<file path="src/rtl/pkt_sync_fifo.sv">
// Single-clock FIFO for framed words (data + sop + eop) with level/packet counters,
// sticky error flags and an optional store-and-forward read gate.
module pkt_sync_fifo #(
    parameter int DATA_WIDTH  = 12,
    parameter int DEPTH       = 16,
    parameter int AFULL_LEVEL = DEPTH - 2,
    parameter int PKT_MODE    = 1
) (
    input  logic                       clk,
    input  logic                       rst,
    input  logic [DATA_WIDTH-1:0]      wr_data,
    input  logic                       wr_sop,
    input  logic                       wr_eop,
    input  logic                       wr_valid,
    output logic                       wr_full,
    output logic                       wr_afull,
    input  logic                       rd_en,
    output logic [DATA_WIDTH-1:0]      rd_data,
    output logic                       rd_sop,
    output logic                       rd_eop,
    output logic                       rd_valid,
    output logic                       rd_empty,
    output logic [$clog2(DEPTH):0]     level,
    output logic [$clog2(DEPTH):0]     pkt_cnt,
    output logic                       err_ovf,
    output logic                       err_udf,
    output logic                       err_frame,
    output logic                       frame_state_o
);

    localparam int AW = $clog2(DEPTH);
    localparam int LW = AW + 1;
    localparam int MW = DATA_WIDTH + 2;

    typedef enum logic {
        S_IDLE   = 1'b0,
        S_IN_PKT = 1'b1
    } frame_state_e;

    // Handshake: a write is taken on a clk edge when wr_valid && !wr_full; a read is
    // taken when rd_en && !rd_empty and its word shows on rd_* with rd_valid one cycle later.

    logic [MW-1:0]         mem_q [DEPTH];
    logic [AW-1:0]         wr_ptr_q, rd_ptr_q;
    logic [LW-1:0]         level_q, level_d;
    logic [LW-1:0]         pkt_cnt_q, pkt_cnt_d;
    frame_state_e          state_q, state_d;
    logic                  err_ovf_q, err_udf_q, err_frame_q;
    logic                  frame_viol;
    logic [DATA_WIDTH-1:0] rd_data_q;
    logic                  rd_sop_q, rd_eop_q, rd_valid_q;
    logic                  wr_acc, rd_acc;
    logic [MW-1:0]         rd_word;
    logic                  wr_eop_acc, rd_eop_acc;

    assign wr_full  = (level_q == LW'(DEPTH));
    assign wr_afull = (level_q >= LW'(AFULL_LEVEL));
    // A full FIFO with no complete packet still releases reads so oversize packets drain.
    assign rd_empty = (level_q == '0) ||
                      ((PKT_MODE != 0) && (pkt_cnt_q == '0) && !wr_full);

    assign wr_acc     = wr_valid && !wr_full;
    assign rd_acc     = rd_en && !rd_empty;
    assign rd_word    = mem_q[rd_ptr_q];
    assign wr_eop_acc = wr_acc && wr_eop;
    assign rd_eop_acc = rd_acc && rd_word[DATA_WIDTH];

    always_comb begin
        level_d = level_q;
        case ({wr_acc, rd_acc})
            2'b10:   level_d = level_q + LW'(1);
            2'b01:   level_d = level_q - LW'(1);
            default: level_d = level_q;
        endcase
        pkt_cnt_d = pkt_cnt_q;
        if (wr_eop_acc && !rd_eop_acc) begin
            pkt_cnt_d = pkt_cnt_q + LW'(1);
        end else if (!wr_eop_acc && rd_eop_acc) begin
            pkt_cnt_d = pkt_cnt_q - LW'(1);
        end
    end

    always_comb begin
        state_d    = state_q;
        frame_viol = 1'b0;
        if (wr_acc) begin
            case (state_q)
                S_IDLE: begin
                    frame_viol = !wr_sop;
                    state_d    = wr_eop ? S_IDLE : S_IN_PKT;
                end
                S_IN_PKT: begin
                    frame_viol = wr_sop;
                    state_d    = wr_eop ? S_IDLE : S_IN_PKT;
                end
                default: state_d = S_IDLE;
            endcase
        end
    end

    always_ff @(posedge clk) begin
        if (wr_acc) begin
            mem_q[wr_ptr_q] <= {wr_sop, wr_eop, wr_data};
        end
    end

    always_ff @(posedge clk or posedge rst) begin
        if (rst) begin
            wr_ptr_q    <= '0;
            rd_ptr_q    <= '0;
            level_q     <= '0;
            pkt_cnt_q   <= '0;
            state_q     <= S_IDLE;
            err_ovf_q   <= 1'b0;
            err_udf_q   <= 1'b0;
            err_frame_q <= 1'b0;
            rd_data_q   <= '0;
            rd_sop_q    <= 1'b0;
            rd_eop_q    <= 1'b0;
            rd_valid_q  <= 1'b0;
        end else begin
            level_q    <= level_d;
            pkt_cnt_q  <= pkt_cnt_d;
            state_q    <= state_d;
            rd_valid_q <= rd_acc;
            if (wr_acc) begin
                wr_ptr_q <= wr_ptr_q + AW'(1);
            end
            if (rd_acc) begin
                rd_ptr_q  <= rd_ptr_q + AW'(1);
                rd_data_q <= rd_word[DATA_WIDTH-1:0];
                rd_sop_q  <= rd_word[MW-1];
                rd_eop_q  <= rd_word[DATA_WIDTH];
            end
            if (wr_valid && wr_full) begin
                err_ovf_q <= 1'b1;
            end
            if (rd_en && rd_empty) begin
                err_udf_q <= 1'b1;
            end
            if (frame_viol) begin
                err_frame_q <= 1'b1;
            end
        end
    end

    assign rd_data       = rd_data_q;
    assign rd_sop        = rd_sop_q;
    assign rd_eop        = rd_eop_q;
    assign rd_valid      = rd_valid_q;
    assign level         = level_q;
    assign pkt_cnt       = pkt_cnt_q;
    assign err_ovf       = err_ovf_q;
    assign err_udf       = err_udf_q;
    assign err_frame     = err_frame_q;
    assign frame_state_o = state_q;

endmodule
</file>
<file path="config.mk">
export PLATFORM = sky130hd
export DESIGN_NAME = pkt_sync_fifo
export DESIGN_NICKNAME = d
export VERILOG_FILES = /design/src/rtl/pkt_sync_fifo.sv
export SDC_FILE = /design/constraint.sdc
export NUM_CORES = 1
export LEC_CHECK = 0
export ABC_CLOCK_PERIOD_IN_PS = 4290
export BUFFER_PORTS_ARGS = -buffer_cell sky130_fd_sc_hd__buf_4
export CORE_MARGIN = 10
export CORE_UTILIZATION = 61
export CTS_CLUSTER_DIAMETER = 200
export DETAILED_ROUTE_END_ITERATION = 6
export PLACE_DENSITY_LB_ADDON = 0.1
export SETUP_SLACK_MARGIN = 0.4
export SYNTH_ARGS = -nofsm -noshare
export SYNTH_HDL_FRONTEND = slang
export SYNTH_SLANG_ARGS = --single-unit
</file>
<file path="constraint.sdc">
create_clock -name clk -period 4.29 [get_ports clk]
set_input_delay 0.858 -clock clk [delete_from_list [all_inputs] [get_ports clk]]
set_output_delay 0.858 -clock clk [all_outputs]
set_load 0.02 [all_outputs]
</file>
### After elaboration in Yosys (flattened, before gate mapping)

Memory sizes are Yosys's and may differ from the RTL's.
Cells that the tools add are included.

* equal/unequal tests: 3
* add/sub/neg operators: 6
* muxes and demuxes: 8
* $lt $le $gt $ge: 1
* reduce and logical (&&, ||, !) cells: 19
* bitwise operators: 1

Operator list (number)
* adder 5 x 1 -> 5 bit (second input constant): 2
* zero test 5 bit: 2
* 2-to-1 mux 5 bit: 2
* case mux 5 bit (2 select lines): 1
* subtractor 5 x 1 -> 5 bit (second input constant): 2
* logical AND 1 bit: 9
* adder 4 x 1 -> 4 bit (second input constant): 2
* == test 5 bit (second input constant): 1
* greater-or-equal comparator 5 x 4 -> 1 bit (second input constant): 1
* zero test 1 bit: 5
* 2-to-1 mux 1 bit: 4
* nonzero test 2 bit: 2
* == test 2 x 1 -> 1 bit (second input constant): 1
* == test 2 bit (second input constant): 1
* case mux 1 bit (2 select lines): 1
* logical OR 1 bit: 1
* inverter 1 bit: 1

* output and inout port bits: 32
* flip-flop bits (word level): 37
* word-level logic and storage cells: 51
* input bits: 18
* memories: 1
* memory bits (writable): 224

Memory list
* mem_q: depth 16, bits a word 14, rd ports 1, clocked after memory_dff 0, wr ports 1, RTL line 43 `logic [MW-1:0] mem_q [DEPTH];`

### Longest topological paths before layout

Gate-level depths: netlist (run 1).

* word-level depth: 10
* gate-level depth with buffers: 13
* gate-level depth less buffers: 12

### Worst setup path after synthesis (run 1)

Ideal clock, no wire load.

* kind: reg-to-reg
* start point: register pkt_cnt_q[1] (netlist: pkt_cnt[1])
* end point: register level_q[4] (netlist: level[4])
* required time: 4.159 ns
* library setup time: 0.131 ns
* arrival time: 3.072 ns
* path buffers: 0
* clock period less this slack: 3.203 ns
* stages on the path, launching flop included: 12
* setup slack: 1.087 ns
* cell sequence: dfrtp_1 > or4_1 > or3_4 > nand3_4 > inv_1 > ha_1 > ha_1 > nor2b_1 > o21ai_0 > a21oi_1 > or3b_2 > xnor2_1

* word-level cells in the longest chain between the ends: 7
* elaborated cells on any way between the ends: 9
* those cells by class: eq/ne: 2; mux: 1; reduce/logical: 6

Ends and longest elaborated chain
* start: declaration: RTL line 46 `logic [LW-1:0] pkt_cnt_q, pkt_cnt_d;`
* start signal: assignment: RTL line 123 `pkt_cnt_q <= pkt_cnt_d;`
* zero test 5 bit (*): RTL line 60 `((PKT_MODE != 0) && (pkt_cnt_q == '0) && !wr_full);`
* logical AND 1 bit (*): RTL line 60
* logical OR 1 bit (*): RTL line 59 `assign rd_empty = (level_q == '0) ||`
* zero test 1 bit (*): RTL line 63 `assign rd_acc = rd_en && !rd_empty;`
* logical AND 1 bit (*): RTL line 63
* net rd_acc: RTL line 52 `logic wr_acc, rd_acc;`
* == test 2 x 1 -> 1 bit or == test 2 bit (tied branches): RTL line 70 `case ({wr_acc, rd_acc})`
* case mux 5 bit (2 select lines) or nonzero test 2 bit (tied branches)
* end signal: assignment: RTL line 122 `level_q <= level_d;`
* end: declaration: RTL line 45 `logic [LW-1:0] level_q, level_d;`

The timed path passes the listed nets; every way through them passes the cells marked *.
A chain may end at the register's enable or synchronous reset.

### Final worst setup path (run 1)

* start point: register pkt_cnt_q[2] (netlist: pkt_cnt[2])
* end point: register level_q[4] (netlist: level[4])

Same word-level chain as after synthesis.

==> results of run 1 <==
worst max-delay path: stages, from the launching register on:
cell	delay [ns]
sky130_fd_sc_hd__dfrtp_1	0.43
sky130_fd_sc_hd__or4_1	0.55
sky130_fd_sc_hd__or3_4	0.38
sky130_fd_sc_hd__nand3_4	0.25
sky130_fd_sc_hd__inv_1	0.13
sky130_fd_sc_hd__ha_1	0.26
sky130_fd_sc_hd__ha_1	0.33
sky130_fd_sc_hd__nor2b_1	0.14
sky130_fd_sc_hd__o21ai_0	0.21
sky130_fd_sc_hd__a21oi_1	0.10
sky130_fd_sc_hd__or3b_2	0.45
sky130_fd_sc_hd__xnor2_1	0.13
cell families (layout without fill, tap and decap cells):
family | Yosys count | after routing | share of synthesized area
flip-flops | 261 | 261 | 0.7408
buffers and inverters | 38 | 133 | 0.01587
adder cells (fa/ha/maj) | 16 | 16 | 0.02083
XOR/XNOR | 15 | 15 | 0.01272
AO/OA/AOI/OAI | 33 | 33 | 0.02435
multiplexers | 86 | 86 | 0.1529
AND/OR/NAND/NOR | 69 | 69 | 0.03258
stage by stage:
stage / instance area [um2] / power (uW)
finish: 11950 / 8326
global route: 11950 / 8740
CTS: 11950 / 8413
detailed placement: 11050 / 6066
global placement: 11050 / 5982
floorplan: 10330 / 5212
sequential cells by signal, indices dropped and copies added, names as in the netlist, 4 cells and up:
signal / cells
level: 5
pkt_cnt: 5
rd_data: 12
mem_q: 224
wr_ptr_q: 4
rd_ptr_q: 4
per-layer routing:
layer / global-route usage / share of wire / vias to the layer above
met4: 0.06122 / 0.020 / 0
met2: 0.3271 / 0.52 / 182
met1: 0.2435 / 0.38 / 2567
li1: - / - / 2214
met5: 0 / 0 / -
met3: 0.03331 / 0.080 / 32
cells in the mapped netlist, drive strengths merged (12+ instances only):
cell	n	area [um2]
nand2	19	71.32
mux2	14	157.7
buf	12	66.32
edfxtp	224	6726
a221o	14	140.1
nor2	29	116.4
dfrtp	37	925.9
ha	14	175.2
mux2i	16	160.2
mux4	56	1261
clkbuf	12	45.04
inv	14	52.55
cell type report:
| cell class | count | area [um2] | share of cell area |
|---|---|---|---|
| Multi-Input combinational cell | 219 | 2534 | 0.2120 |
| Timing Repair Buffer | 71 | 533.0 | 0.04459 |
| Inverter | 14 | 52.55 | 0.004396 |
| Tap cell | 220 | 275.3 | 0.02303 |
| Clock buffer | 31 | 690.7 | 0.05778 |
| Sequential cell | 261 | 7657 | 0.6406 |
| Clock inverter | 17 | 211.5 | 0.01769 |
power by group through the flow:
stage | logic [uW] | clock network, uW | registers [uW]
floorplan | 1720 | 0 | 3490
global placement | 2510 | 0 | 3470
detailed placement | 2570 | 0 | 3500
CTS | 2570 | 2390 | 3450
global route | 2750 | 2510 | 3490
finish | 2520 | 2350 | 3450
cell usage in the layout, fill, tap and decap left out, types with 4 or more instances in the layout:
| master | Yosys | routed |
|---|---|---|
| sky130_fd_sc_hd__o21ai_0 | 7 | 7 |
| sky130_fd_sc_hd__clkinv_1 | 0 | 6 |
| sky130_fd_sc_hd__clkinv_2 | 0 | 4 |
| sky130_fd_sc_hd__a221o_1 | 14 | 14 |
| sky130_fd_sc_hd__nand2_1 | 19 | 19 |
| sky130_fd_sc_hd__edfxtp_1 | 224 | 224 |
| sky130_fd_sc_hd__inv_1 | 14 | 13 |
| sky130_fd_sc_hd__clkbuf_16 | 0 | 27 |
| sky130_fd_sc_hd__a21o_1 | 5 | 5 |
| sky130_fd_sc_hd__mux2_2 | 14 | 14 |
| sky130_fd_sc_hd__nor3_2 | 0 | 4 |
| sky130_fd_sc_hd__xnor2_1 | 11 | 11 |
| sky130_fd_sc_hd__nand2b_1 | 4 | 4 |
| sky130_fd_sc_hd__a21oi_1 | 6 | 6 |
| sky130_fd_sc_hd__nor2_1 | 28 | 28 |
| sky130_fd_sc_hd__bufinv_16 | 0 | 5 |
| sky130_fd_sc_hd__xor2_1 | 4 | 4 |
| sky130_fd_sc_hd__dfrtp_1 | 37 | 35 |
| sky130_fd_sc_hd__ha_1 | 14 | 14 |
| sky130_fd_sc_hd__buf_4 | 1 | 71 |
| sky130_fd_sc_hd__mux4_2 | 56 | 56 |
| sky130_fd_sc_hd__clkbuf_1 | 12 | 4 |
| sky130_fd_sc_hd__mux2i_1 | 16 | 16 |
worst paths after layout:
kind                             from     endpoint  slack (ns)  cells after the start
max                        pkt_cnt[2]     level[4]        0.79                     11
max reg2reg                pkt_cnt[2]     level[4]        0.79                     11
max in group asynchronous         rst  rd_ptr_q[2]        3.45                      3
min reg2reg                 err_frame    err_frame        0.46                      1
min                               rst   pkt_cnt[4]        0.44                      3
min in group clk            err_frame    err_frame        0.46                      1
==> qor.tcl, run 1 <==
set qor(detailedPlace.worstSlack_ns) 0.7817
set qor(power.share.clock) 0.283
set qor(share_comb_of_total_power) 0.303
set qor(track_usage) 0.1905
set qor(drv_slew) 0
set qor(io_pins) 50
set qor(wire_length_of_the_first_global_routing_pass_mm) 32.44
set qor(cts_root_buf) {sky130_fd_sc_hd__clkbuf_16}
set qor(timing_worst_setup_path_type) {reg2reg}
set qor(maximum_number_of_pins_on_one_net_before_global_route_repair) 38
set qor(min_period_ns) 3.496
set qor(cts_resized) 0
set qor(final.period_utilization) 0.8148
set qor(ys_warn_count) 0
set qor(mean_syn_cell_area_um2) 19.94
set qor(gpl.final_weighted_congestion) 0.8152
set qor(finalHoldViolCount) 0
set qor(grt.overflow.total) 0
set qor(final_cells) 833
set qor(syn2layout_area_growth_pct) 15.72
set qor(post_synth_instance_area_mm2) 0.01033
set qor(swShare) 0.3019
set qor(post_drt_via_cell_ratio) 5.996
set qor(routed-via-count) 4995
set qor(finalWorstSetupSlack_ns) 0.7943
set qor(status) {complete, no violations}
set qor(tritoncts) {built}
set qor(worstSetupStartpointType) {flip-flop}
set qor(initialDrtViolationCount) 450
set qor(crit_path_end_kind) {flip-flop}
set qor(route.detailed.drc) 0
set qor(hold_path.class) {in2async}
set qor(design.core.area_mm2) 0.01658
set qor(synth_top_flop_cell) {sky130_fd_sc_hd__edfxtp_1}
set qor(critPathMaxFanout) 19
set qor(start_util) 0.6229
set qor(synth_fp_nets) 552
set qor(cts.htree.levels) 1
set qor(finalSetupTns_ns) 0
set qor(postCtsSetupBuffers) 0
set qor(die-area_mm2) 0.02254
set qor(port_buffers) 49
set qor(synth-seq-cells) 261
set qor(fin_hold_ws_ns) 0.4430
set qor(antenna_violating_nets_post_route) 0
set qor(final_core_utilization) 0.7208
set qor(place_hpwl_mm) 13.32
set qor(asyncSetResetFlopFracSynth) 0.1418
set qor(wl_per_cell_um) 24.89
set qor(fill_cells) 996
set qor(maximum_buffer_depth_of_the_clock_tree) 3
set qor(drv.max_cap_violation_count) 0
set qor(synth_sequential_area_ratio) 0.7408
set qor(grt_pass1_vias) 5565
set qor(ir_worst_vdd_mv) 0.3906
set qor(synthCells) 518
set qor(path_clk_slew_ns) 0.06
set qor(fmaxAchievable_ghz) 0.2861
set qor(drive_above_1_share) 0.3132
set qor(rows) 47
set qor(drt-pass1-iter-count) 4
set qor(cts-buffers-inserted) 26
set qor(max_slew.worst_pin.slew_ns) 0.6826
set qor(number_of_antenna_violations_at_the_first_check_in_global_routing) 0
set qor(synth_edf_count) 224
set qor(fp.dieH_um) 150.1
set qor(setup_repair_after_global_routing_missed_its_margin) {no}
set qor(pwr_density_cell_mw_per_mm2) 696.5
set qor(synth.lib_cells_used.distinct) 36
set qor(clock-skew-final_ns) 0.01722
set qor(chipWidth_um) 150.1
set qor(net-switching-power_uw) 2514
set qor(post_cts_hold_fix_bufs) 0
set qor(data_required_time_at_the_worst_endpoint_ns) 4.68
set qor(seq_power_share) 0.414
set qor(post-place-cells) 785
set qor(clkLatencyLatePin_ns) 0.53
set qor(detail_route.wirelength_mm) 20.73
set qor(setup_viol) 0
set qor(clock_sink_count) 261
set qor(slew_headroom) 0.5424
set qor(num_antenna_cells) 0
set qor(layout.nets) 627
set qor(p_int_uw) 5812
set qor(cp_data_arrival_time_ns) 3.89
set qor(static-leakage-power_uw) 0.004196
Note: power is estimated with default switching activity, not from simulation.
==> run 2: changes to the inputs <==
Settings changed: ABC_AREA set to 1, ABC_CLOCK_PERIOD_IN_PS 4290 to 3000, CORE_UTILIZATION 61 to 55.
Clock period 4.29 ns to 3 ns, I/O delays scaled along.
==> run 2 against run 1 <==
Combinational power up 87%. Flip-flop and latch count unchanged. Largest cell class unchanged. Core utilization down 8.0 points. Clock skew down 0.0057 ns. Sequential share of layout area down 5.5 points. Critical path type unchanged. Highest routed layer unchanged. Wire length up 29%.
==> qor.tcl, run 2 <==
set qor(final_cell_mix) {361 x sky130_fd_sc_hd__nand2_1, 224 x sky130_fd_sc_hd__edfxtp_1, 181 x sky130_fd_sc_hd__inv_1}
set qor(maximum_buffer_depth_of_the_clock_tree) 3
set qor(route.detailed.drc) 0
set qor(final_common_cell) {sky130_fd_sc_hd__nand2_1}
set qor(maximum_number_of_pins_on_one_net_before_global_route_repair) 95
set qor(place_hpwl_mm) 15.95
set qor(min_period_ns) 2.452
set qor(slew_headroom) 0.2939
set qor(wire_length_of_the_first_global_routing_pass_mm) 41.59
set qor(static-leakage-power_uw) 0.005768
set qor(track_usage) 0.1988
set qor(ys_warn_count) 0
set qor(synth-seq-cells) 261
set qor(drt-pass1-iter-count) 7
set qor(finalSetupTns_ns) 0
set qor(drv_slew) 0
set qor(fill_cells) 1621
set qor(placement.cell_area_mm2) 0.01218
set qor(total_power_uw) 12650
set qor(pwr_density_cell_mw_per_mm2) 966.3
set qor(synth_edf_count) 224
set qor(design.core.area_mm2) 0.02043
set qor(gpl.final_weighted_congestion) 0.7826
set qor(final_design_area_no_fill_mm2) 0.01309
set qor(netlist_top_cells_count) {361 x sky130_fd_sc_hd__nand2_1, 224 x sky130_fd_sc_hd__edfxtp_1, 183 x sky130_fd_sc_hd__inv_1}
set qor(routed-via-count) 7676
set qor(setup_repair_after_global_routing_missed_its_margin) {yes}
set qor(final.period_utilization) 0.8174
set qor(start_util) 0.5631
set qor(io_pins) 50
set qor(detail_route.wirelength_mm) 26.65
set qor(wl_per_cell_um) 18.14
set qor(regMostFlops) {mem_q}
set qor(data_required_time_at_the_worst_endpoint_ns) 3.42
set qor(synth_top_flop_cell) {sky130_fd_sc_hd__edfxtp_1}
set qor(multiInputGateArea_mm2) 0.002929
set qor(crit_path_end_kind) {flip-flop}
set qor(synthDominantCellAreaShare) 0.5847
set qor(fp.dieH_um) 164.6
set qor(worstSetupStartpointType) {flip-flop}
set qor(post_drt_via_cell_ratio) 5.225
set qor(synth_top_cell_by_area) {sky130_fd_sc_hd__edfxtp_1}
set qor(status) {complete, no violations}
set qor(detailedPlace.worstSlack_ns) 0.2998
set qor(syn2layout_area_growth_pct) 13.77
set qor(clock_sink_count) 261
set qor(finalHoldViolCount) 0
set qor(seqCellArea_mm2) 0.007657
set qor(layout.nets) 1212
set qor(post_cts_hold_fix_bufs) 0
set qor(synthCells) 1116
set qor(cts-buffers-inserted) 27
set qor(drv.max_cap_violation_count) 0
set qor(grt_pass1_vias) 7243
set qor(grt.overflow.total) 0
set qor(synth.lib_cells_used.distinct) 33
set qor(post_synth_main_area_contributors) {sky130_fd_sc_hd__edfxtp_1 58%, sky130_fd_sc_hd__nand2_1 12%, sky130_fd_sc_hd__dfrtp_1 8.0%}
set qor(asyncSetResetFlopFracSynth) 0.1418
set qor(timing_worst_setup_path_type) {reg2reg}
set qor(clock-skew-final_ns) 0.01152
set qor(fin_hold_ws_ns) 0.1717
set qor(rows) 52
set qor(die-area_mm2) 0.02710
set qor(synth_sequential_area_ratio) 0.6652
set qor(max_slew.worst_pin.slew_ns) 1.059
set qor(fmaxAchievable_ghz) 0.4078
set qor(number_of_antenna_violations_at_the_first_check_in_global_routing) 0
set qor(finalWorstSetupSlack_ns) 0.5478
set qor(clkLatencyLatePin_ns) 0.54
set qor(largest_register_ffs) 224
set qor(cts.htree.levels) 1
set qor(critPathMaxFanout) 5
set qor(drive_above_1_share) 0.1259
set qor(chipWidth_um) 164.6
set qor(hold_path.class) {in2async}
set qor(cts_root_buf) {sky130_fd_sc_hd__clkbuf_16}
set qor(initialDrtViolationCount) 715
set qor(setup_viol) 0
set qor(post_synth_instance_area_mm2) 0.01150
set qor(port_buffers) 49
set qor(path_clk_slew_ns) 0.06
set qor(synth_most_common_cell) {sky130_fd_sc_hd__nand2_1}
set qor(antenna_violating_nets_post_route) 0
set qor(cp_data_arrival_time_ns) 2.87
set qor(ir_worst_vdd_mv) 0.5283
set qor(mean_syn_cell_area_um2) 10.31
set qor(tritoncts) {built}
set qor(num_antenna_cells) 0
set qor(synth_fp_nets) 1150
## run 2: cell count changes in the layout (fill, tap and decap cells not counted), moves of 8 or more
cell                       previous run  this run
sky130_fd_sc_hd__mux2i_1             16         0
sky130_fd_sc_hd__a221o_1             14         0
sky130_fd_sc_hd__inv_1               13       181
sky130_fd_sc_hd__nand3_1              3       176
sky130_fd_sc_hd__clkbuf_1             4        14
sky130_fd_sc_hd__xnor2_1             11         3
sky130_fd_sc_hd__mux4_2              56         0
sky130_fd_sc_hd__mux2_2              14         0
sky130_fd_sc_hd__nor2_1              28        13
sky130_fd_sc_hd__nand2_1             19       361
sky130_fd_sc_hd__buf_4               71        79
sky130_fd_sc_hd__nor2_2               0        15
## run 2: kinds of logic (layout without fill, tap and decap cells)
family,after synthesis,after routing,synth area share
XOR/XNOR,10,10,0.007614
AND/OR/NAND/NOR,572,572,0.2084
flip-flops,261,261,0.6652
AO/OA/AOI/OAI,23,23,0.01229
buffers and inverters,234,317,0.08777
adder cells (fa/ha/maj),16,16,0.01871
## run 2: path summary, 6_finish.rpt
path | start | endpoint | slack [ns] | depth (start not counted)
setup / recovery | level[0] | pkt_cnt[4] | 0.55 | 11
hold / removal | rst | rd_data[1] | 0.17 | 2
setup reg to reg | level[0] | pkt_cnt[4] | 0.55 | 11
hold reg to reg | err_ovf | err_ovf | 0.46 | 1
max in group asynchronous | rst | level[1] | 2.17 | 3
min in group clk | wr_valid | err_ovf | 0.30 | 2
## run 2: report_power, final
part	internal (uW)	switching, uW	total [uW]
combinational	1540	3180	4720
sequential	4510	321	4830
clock	1790	1300	3090
## run 2: worst max-delay path, stage by stage (launching register included)
cell and delay (ns):
sky130_fd_sc_hd__dfrtp_1 0.43, sky130_fd_sc_hd__nor2_2 0.20, sky130_fd_sc_hd__nand4_4 0.16, sky130_fd_sc_hd__a21boi_2 0.21, sky130_fd_sc_hd__nand3_2 0.13, sky130_fd_sc_hd__ha_4 0.20
sky130_fd_sc_hd__fa_1 0.42, sky130_fd_sc_hd__o21ai_2 0.22, sky130_fd_sc_hd__a21oi_2 0.09, sky130_fd_sc_hd__buf_4 0.13, sky130_fd_sc_hd__o211ai_1 0.06, sky130_fd_sc_hd__nand2_1 0.07
## run 2: cell type report
cell class,count,area share
Sequential cell,261,0.5851
Inverter,186,0.05430
Clock inverter,4,0.001721
Tap cell,270,0.02581
Clock buffer,46,0.06090
Timing Repair Buffer,81,0.04837
Multi-Input combinational cell,621,0.2238
## run 2: layer usage
metal	global-route usage	up-vias	share of wire
met3	0.03585	51	0.065
met4	0.06280	0	0.028
li1	-	3727	-
met2	0.3147	243	0.47
met1	0.2741	3655	0.44
met5	0	-	0
## run 2: metrics by stage
stage                     utilization  cells
after floorplan                     -   1116
after global placement         0.5961   1417
after detailed placement       0.5961   1417
after CTS                      0.6376   1468
after global routing           0.6406   1469
final                          0.6406   1469
## run 2: repair_timing
action	4_1_cts	5_1_grt
setup endpoints to repair	1	2
buffers inserted	1	1
resized for setup	5	12
pin swaps	1	2
